===== src/rtl/serial_subtractor.sv =====
// Bit-serial subtractor: computes a - b - bin one bit per clock, LSB first,
// using a single full-subtractor cell, a borrow flop and a result shift register.
module serial_subtractor #(
   parameter int WIDTH = 8
) (
   input  logic             clk,
   input  logic             rst,
   input  logic             start,
   input  logic [WIDTH-1:0] a,
   input  logic [WIDTH-1:0] b,
   input  logic             bin,
   output logic             busy,
   output logic             done,
   output logic [WIDTH-1:0] diff,
   output logic             bout
);

   localparam int CW = $clog2(WIDTH) + 1;
   localparam logic [CW-1:0] LAST = CW'(WIDTH - 1);

   typedef enum logic [1:0] {IDLE, SHIFT, DONE} state_t;

   state_t           state;
   logic [WIDTH-1:0] a_sr;
   logic [WIDTH-1:0] b_sr;
   logic [WIDTH-1:0] res_sr;
   logic             borrow;
   logic [CW-1:0]    count;

   logic             ai;
   logic             bi;
   logic             di;
   logic             bo;
   logic [WIDTH-1:0] res_next;

   // Full-subtractor cell working on the current LSBs and the stored borrow.
   always_comb begin
      ai       = a_sr[0];
      bi       = b_sr[0];
      di       = ai ^ bi ^ borrow;
      bo       = (~ai & bi) | (~(ai ^ bi) & borrow);
      res_next = {di, res_sr[WIDTH-1:1]};
   end

   // IDLE and DONE share the accept path, which gives back-to-back starts with no bubble.
   always_ff @(posedge clk or posedge rst) begin
      if (rst) begin
         state  <= IDLE;
         a_sr   <= '0;
         b_sr   <= '0;
         res_sr <= '0;
         borrow <= 1'b0;
         count  <= '0;
         busy   <= 1'b0;
         done   <= 1'b0;
         diff   <= '0;
         bout   <= 1'b0;
      end else if (state == SHIFT) begin
         a_sr   <= a_sr >> 1;
         b_sr   <= b_sr >> 1;
         res_sr <= res_next;
         borrow <= bo;
         count  <= count + CW'(1);
         if (count == LAST) begin
            diff  <= res_next;
            bout  <= bo;
            busy  <= 1'b0;
            done  <= 1'b1;
            state <= DONE;
         end
      end else begin
         done <= 1'b0;
         if (start) begin
            a_sr   <= a;
            b_sr   <= b;
            borrow <= bin;
            res_sr <= '0;
            count  <= '0;
            busy   <= 1'b1;
            state  <= SHIFT;
         end else begin
            state <= IDLE;
         end
      end
   end

endmodule


===== config.mk =====
export PLATFORM = sky130hd
export DESIGN_NAME = serial_subtractor
export DESIGN_NICKNAME = d
export VERILOG_FILES = /design/src/rtl/serial_subtractor.sv
export SDC_FILE = /design/constraint.sdc
export NUM_CORES = 1
export LEC_CHECK = 0
export CORE_ASPECT_RATIO = 1.2
export CORE_MARGIN = 3
export CORE_UTILIZATION = 48
export DETAILED_ROUTE_END_ITERATION = 12
export HOLD_SLACK_MARGIN = 0.02
export PLACE_DENSITY_LB_ADDON = 0.2
export SYNTH_ARGS = -nofsm -noshare
export SYNTH_HDL_FRONTEND = slang
export SYNTH_SLANG_ARGS = --single-unit

===== constraint.sdc =====
create_clock -name clk -period 1.7 [get_ports clk]
set_input_delay 0.255 -clock clk [delete_from_list [all_inputs] [get_ports clk]]
set_output_delay 0.255 -clock clk [all_outputs]
set_load 0.1 [all_outputs]

* After elaboration in Yosys (flattened, before gate mapping)
Index checks and enable logic that the tools add are counted.
** Cells by class
- Add/sub/neg operators :: 1
- Multiplexer cells :: 18
- Reduce and logical (&&, ||, !) cells :: 3
- Equality and inequality tests :: 3
- Bitwise operators :: 7
** Operator list (count)
- 8-bit two-way mux :: 6
- 1-bit two-way mux :: 8
- 4-bit two-way mux :: 2
- 4-bit by 1-bit adder with 4-bit output (second input constant) :: 1
- 4-bit by 3-bit == test with 1-bit output (second input constant) :: 1
- 2-bit two-way mux :: 2
- 2-bit AND reduction :: 2
- 1-bit bitwise AND :: 2
- 2-bit by 1-bit == test with 1-bit output (second input constant) :: 1
- 2-bit by 1-bit != test with 1-bit output (second input constant) :: 1
- 1-bit inverter :: 2
- 2-bit nonzero test :: 1
- 1-bit XOR :: 2
- 1-bit OR :: 1
** Storage, ports and cells
- Register bits after elaboration :: 42
- Input bits :: 20

* Longest topological paths before layout
Gate-level depths: netlist of the first run.
- Depth after elaboration :: 5
- Gate-level depth with buffers :: 5
- Depth with buffers taken out :: 4

* Least setup slack after synthesis of the first run
Ideal clock, no wire load.
- Path type :: register -> register
- Start point :: register done (netlist name)
- End point :: register diff[0]
- Buffers on the path :: 1
- Arrival :: 1.722 ns
- Cell stages (with the launch flop) :: 5
- Path slack :: -0.148 ns
- Path through :: dfrtp_1 -> nand2b_4 -> nor3_4 -> buf_6 -> mux2_4
** RTL lines
- end signal, assigned :: line 65 : diff <= res_next;
- end, declared :: line 14 : output logic [WIDTH-1:0] diff,

* Worst setup path after layout of the first run
- Start point :: register count[1]
- End point :: register diff[7]
** On the way
- Longest elaborated chain between the ends :: 2
** Ends and longest elaborated chain
- start, declared :: line 28 : logic [CW-1:0] count;
- start signal, assigned :: line 63 : count <= count + CW'(1);
- 4-bit by 3-bit == test with 1-bit output :: line 64 : if (count == LAST) begin
- 2-bit AND reduction (no line)
No other way between the ends.
A chain may end at the register's enable or synchronous reset.

==> results of run 1 <==
-- cells in the mapped netlist --
master	n
dfrtp_1	40
nand2_1	26
o21ai_0	22
mux2i_1	19
nand2b_1	8
buf_2	6
mux2_4	6
nor2_1	5
inv_1	4
mux2_2	3
a21oi_1	2
clkbuf_1	2
a31oi_1	1
a41oi_1	1
and2b_2	1
buf_4	1
buf_6	1
fa_1	1
ha_1	1
nand2b_4	1
nand3_1	1
nor3_4	1
o211a_1	1
or2b_1	1
-- cell type report --
type | instances | area (um2)
multi-input cells | 101 | 709
clock inverters | 3 | 18.8
flip-flops and latches | 40 | 1000
repair buffers | 40 | 510
clock buffers | 5 | 68.8
fillers | 255 | 1080
inverters | 4 | 15.0
well taps | 37 | 46.3
-- through the flow --
| stage | utilization | std cells |
|---|---|---|
| after global routing | 0.687 | 230 |
| after floorplan | - | 155 |
| final | 0.687 | 230 |
| after CTS | 0.678 | 226 |
| after detailed placement | 0.653 | 218 |
| after global placement | 0.653 | 218 |
-- where the power goes --
group	total [mW]	switching (mW)	internal, mW
Clock	0.617	0.331	0.286
Combinational	2.57	1.51	1.06
Sequential	1.67	0.317	1.35
Total	4.85	2.16	2.69
-- flip-flops by register name, indices dropped and copies added, names as in the netlist --
name and count:
a_sr 8, b_sr 8, borrow 1, bout 1, busy 1, count 4, diff 8, done 1
res_sr 7, state 1
-- worst reg2reg max path: cells and delay by family, from the launching register on --
| kind | cells | cell delay, ns |
|---|---|---|
| flops | 1 | 0.40 |
| buf+inv | 1 | 0.21 |
| mux | 1 | 0.30 |
| fa+ha+maj | 1 | 0.21 |
| simple gates | 2 | 0.38 |
-- placed cells by master (no fill, tap or decap), drive strengths merged, types with 2 or more instances in the layout --
master / n
dfrtp: 40
nand2: 26
o21ai: 22
buf: 21
mux2i: 19
clkdlybuf4s50: 19
nand2b: 9
mux2: 9
nor2: 5
clkbuf: 5
inv: 4
clkinv: 3
a21oi: 2
-- worst paths after layout --
| path | startpoint | to | slack [ns] |
|---|---|---|---|
| max | count[1] | diff[7] | 0.09 |
| min | rst | b_sr[6] | 0.38 |
| max reg2reg | count[1] | diff[7] | 0.09 |
| min reg2reg | b_sr[5] | b_sr[4] | 0.48 |
| max in group asynchronous | rst | done | 0.95 |
| min in group clk | b_sr[5] | b_sr[4] | 0.48 |
-- cell families (layout without fill, tap and decap cells) --
| logic type | count (synthesis) | after routing | synth area share |
|---|---|---|---|
| AND/OR/NAND/NOR | 44 | 44 | 0.122 |
| flip-flops | 40 | 40 | 0.562 |
| buffers and inverters | 14 | 52 | 0.0400 |
| adder cells (fa/ha/maj) | 2 | 2 | 0.0183 |
| AO/OA/AOI/OAI | 27 | 27 | 0.0815 |
| multiplexers | 28 | 28 | 0.176 |
-- metal layers --
| layer | global-route usage | part of all wire |
|---|---|---|
| met3 | 0.0496 | 0.043 |
| met1 | 0.191 | 0.42 |
| met4 | 0.0637 | 0.017 |
| met2 | 0.295 | 0.52 |
| met5 | 0 | 0 |
-- repair_timing --
| action | in CTS | in global routing |
|---|---|---|
| buffers inserted | 0 | 4 |
| setup endpoints to repair | 0 | 2 |
| resized for setup | 0 | 0 |
==> impl_metrics.env, run 1 <==
export IMPL_crit_family="flip-flops"
export IMPL_synth_top_area_share=0.562
export IMPL_cts_buffer_depth=2
export IMPL_htreeDepth=2
export IMPL_postCtsHoldBufs=0
export IMPL_syn_instance_count=155
export IMPL_cts_root_buffer_cell="clkbuf_8"
export IMPL_slowest_delay_ns=0.40
export IMPL_die_area_um2=4480
export IMPL_rr_worst_depth=5
export IMPL_yosysTopAreaCell="dfrtp_1"
export IMPL_die_y_um=72.7
export IMPL_cts_tree="done"
export IMPL_num_antenna_cells=0
export IMPL_drc=0
export IMPL_grt_pass1_wl_um=5620
export IMPL_setup_viol=0
export IMPL_antenna_found_initial=0
export IMPL_required_ns=1.89
export IMPL_critPathLaunchType="register"
export IMPL_wl_per_cell_um=14.0
export IMPL_path_clk_slew_ns=0.08
export IMPL_grt_max_degree=41
export IMPL_yosysWarningCount=0
export IMPL_syn_num_nets=177
export IMPL_postLayoutSetupSlackWorst_ns=0.0932
export IMPL_port_buffers=30
export IMPL_fin_area_um2=2370
export IMPL_rows=23
export IMPL_hp_class="in -> async"
export IMPL_power_mw=4.85
export IMPL_start_util=0.516
export IMPL_cp_slowest_cell="dfrtp_1"
export IMPL_slew_headroom=0.672
export IMPL_avgSynthCellArea_um2=11.5
export IMPL_via_per_inst=5.29
export IMPL_cp_max_fo=6
export IMPL_whs_ns=0.378
export IMPL_worstSetupPathType="reg -> reg"
export IMPL_syn_to_final_growth_pct=33.1
export IMPL_crit_cells=5
export IMPL_placed_area_um2=2250
export IMPL_tns_ns=0
export IMPL_ios=31
export IMPL_grt_pass1_vias=1260
export IMPL_drive_gt1_frac=0.218
export IMPL_synth_area_um2=1780
export IMPL_fin_skew_ns=0.00474
export IMPL_endpoint_kind="register"
export IMPL_ir_drop_v=0.000940
export IMPL_first_iter_violations=47
export IMPL_cts_buffers=5
export IMPL_synth_seq_area_share=0.562
export IMPL_drtPass1Iterations=4
export IMPL_crit_buf_inv=1
export IMPL_finalHoldViolCount=0
export IMPL_layout_worst_path_cycle_share=0.945
export IMPL_place_gp_congestion=0.754
export IMPL_fmax_mhz=622
export IMPL_yosysUniqueCellTypes=24
export IMPL_cp_cell_sequence="ha_1 > nand2_1 > nor3_4 > buf_4 > mux2_4"
export IMPL_arrival_ns=1.79
export IMPL_outcome="completed"
export IMPL_ys_top_cells_by_area="dfrtp_1, mux2i_1, o21ai_0"
export IMPL_tightest_slew_ns=0.492
export IMPL_grt_use_total=0.170
export IMPL_fp_coreArea_um2=3450
export IMPL_p_leak_nw=1.12
export IMPL_post_dp_hpwl_um=2270
export IMPL_pre_cts_slack_ns=0.0919
export IMPL_ys_ff_latch=40
export IMPL_finalCriticalPeriod_ns=1.61
export IMPL_pwr_density_cell_nw_per_um2=2050
export IMPL_vias=1217
export IMPL_grt_overflow_total=0
export IMPL_die_w_um=61.6
export IMPL_report_final_slew_viol_count=0
export IMPL_maxCapViolations=0
export IMPL_wl_um=3220
export IMPL_clock_sinks=40
export IMPL_clkLatencyLatePin_ns=0.29
export IMPL_final_nets=214
export IMPL_ant_nets=0
Power figures use the tool's default switching activity.
==> inputs of run 2 (changes only) <==
--- a/config.mk
+++ b/config.mk
@@ -5,9 +5,10 @@
 export SDC_FILE = /design/constraint.sdc
 export NUM_CORES = 1
 export LEC_CHECK = 0
+export CAP_MARGIN = 10
 export CORE_ASPECT_RATIO = 1.2
 export CORE_MARGIN = 3
-export CORE_UTILIZATION = 48
+export CORE_UTILIZATION = 50
 export DETAILED_ROUTE_END_ITERATION = 12
 export HOLD_SLACK_MARGIN = 0.02
 export PLACE_DENSITY_LB_ADDON = 0.2
==> impl_metrics.env, run 2 (same netlist as run 1, synthesis figures left out) <==
export IMPL_grt_overflow_total=0
export IMPL_post_dp_hpwl_um=2270
export IMPL_seq_area_um2=1000
export IMPL_ios=31
export IMPL_drtPass1Iterations=4
export IMPL_first_iter_violations=35
export IMPL_cp_max_fo=8
export IMPL_layout_common_cells="dfrtp_1, nand2_1, o21ai_0, mux2i_1, clkdlybuf4s50_1"
export IMPL_cts_buffer_depth=2
export IMPL_start_util=0.529
export IMPL_internal_power_mw=2.68
export IMPL_antenna_found_initial=0
export IMPL_rsz0062_at_grt="no"
export IMPL_crit_family="flip-flops"
export IMPL_rows=23
export IMPL_cts_tree="done"
export IMPL_fin_area_um2=2350
export IMPL_grt_pass1_wl_um=5520
export IMPL_met2_usage=0.292
export IMPL_arrival_ns=1.71
export IMPL_instances_no_fill=226
export IMPL_fp_coreArea_um2=3370
export IMPL_p_leak_nw=1.10
export IMPL_grt_use_total=0.168
export IMPL_tns_ns=0
export IMPL_place_gp_congestion=0.736
export IMPL_clock_sinks=40
export IMPL_setup_viol=0
export IMPL_power_clock_fraction=0.132
export IMPL_rrSetupSlack_ns=0.16
export IMPL_cts_buffers=5
export IMPL_dp_cells=218
export IMPL_path_clk_slew_ns=0.08
export IMPL_via_per_inst=5.32
export IMPL_drc=0
export IMPL_report_final_slew_viol_count=0
export IMPL_postCtsHoldBufs=0
export IMPL_pwr_density_cell_nw_per_um2=2050
export IMPL_worstSetupPathType="reg -> reg"
export IMPL_grt_max_degree=33
export IMPL_fill_cells=261
export IMPL_p_sw_mw=2.13
export IMPL_final_nets=210
export IMPL_cts_setup_buffers=0
export IMPL_htreeDepth=2
export IMPL_tightest_slew_ns=0.340
export IMPL_num_antenna_cells=0
export IMPL_postLayoutSetupSlackWorst_ns=0.159
export IMPL_pre_cts_slack_ns=0.181
export IMPL_cp_slowest_cell="dfrtp_1"
export IMPL_drive_gt1_frac=0.201
export IMPL_die_area_um2=4320
export IMPL_port_buffers=30
export IMPL_p_sw_frac=0.444
export IMPL_ctsResizeCount=0
export IMPL_grt_pass1_vias=1260
export IMPL_busiest_layer="met2"
export IMPL_placed_area_um2=2250
export IMPL_hp_class="in -> async"
export IMPL_vias=1202
export IMPL_layout_cells_most_common="dfrtp_1"
export IMPL_seqPwrFrac=0.349
export IMPL_die_w_um=60.5
export IMPL_syn_to_final_growth_pct=31.7
export IMPL_die_y_um=71.4
export IMPL_slowest_delay_ns=0.42
export IMPL_fin_skew_ns=0.00739
export IMPL_grt_util_met3=0.0432
export IMPL_reg_top3="a_sr x8, b_sr x8, diff x8"
export IMPL_critPathLaunchType="register"
export IMPL_wl_um=3150
export IMPL_cp_cell_sequence="ha_1 > nand2_1 > nor3_4 > buf_4 > mux2_2"
export IMPL_maxCapViolations=0
export IMPL_crit_buf_inv=1
export IMPL_ant_nets=0
export IMPL_layout_worst_path_cycle_share=0.906
export IMPL_finalCriticalPeriod_ns=1.54
export IMPL_outcome="completed"
export IMPL_slew_headroom=0.773
export IMPL_cts_root_buffer_cell="clkbuf_8"
export IMPL_required_ns=1.87
export IMPL_fmax_mhz=649
export IMPL_clkLatencyLatePin_ns=0.28
export IMPL_finalHoldViolCount=0
export IMPL_endpoint_kind="register"
export IMPL_wl_per_cell_um=13.9
export IMPL_multi_input_area_um2=709
export IMPL_ir_drop_v=0.00159
export IMPL_power_frac_comb=0.519
export IMPL_global_route_usage_met1=0.199
## run 2: cell type report
class | instances | area share
clock buffer | 6 | 0.0352
clock inverter | 2 | 0.00427
inverter | 4 | 0.00640
multi-input combinational | 101 | 0.302
sequential | 40 | 0.427
tap | 37 | 0.0197
timing repair buffer | 36 | 0.205
## run 2: final timing paths
kind                       cells past startpoint       to     start
max                                            5  diff[4]  count[0]
min                                            3  diff[7]       rst
max reg2reg                                    5  diff[4]  count[0]
min reg2reg                                    2  b_sr[3]   b_sr[4]
max in group asynchronous                      3     done       rst
min in group clk                               2  b_sr[3]   b_sr[4]
## run 2: tightest hold or removal path: stages
cell,delay (ns)
clkdlybuf4s50_1,0.40
inv_1,0.07
buf_4,0.22
## run 2: power groups by stage
stage | clock [mW] | combinational (mW) | sequential [mW]
after floorplan | 0 | 0.982 | 2.37
after global placement | 0 | 2.44 | 1.67
after detailed placement | 0 | 2.51 | 1.70
after CTS | 0.651 | 2.52 | 1.69
after global routing | 0.695 | 2.68 | 1.73
final | 0.634 | 2.50 | 1.68
## run 2: metrics by stage
stage | hold slack [ns] | total power, mW | utilization
final | 0.291 | 4.81 | 0.697
after global routing | 0.307 | 5.11 | 0.697
after CTS | 0.293 | 4.86 | 0.697
after detailed placement | 0.474 | 4.21 | 0.669
after global placement | 0.458 | 4.11 | 0.669
after floorplan | 0.411 | 3.36 | -
## run 2: routing by layer
| metal | part of all wire | wire length [um] |
|---|---|---|
| met5 | 0 | 0 |
| met1 | 0.41 | 1290 |
| met3 | 0.044 | 140 |
| met2 | 0.54 | 1690 |
| met4 | 0.0070 | 22 |
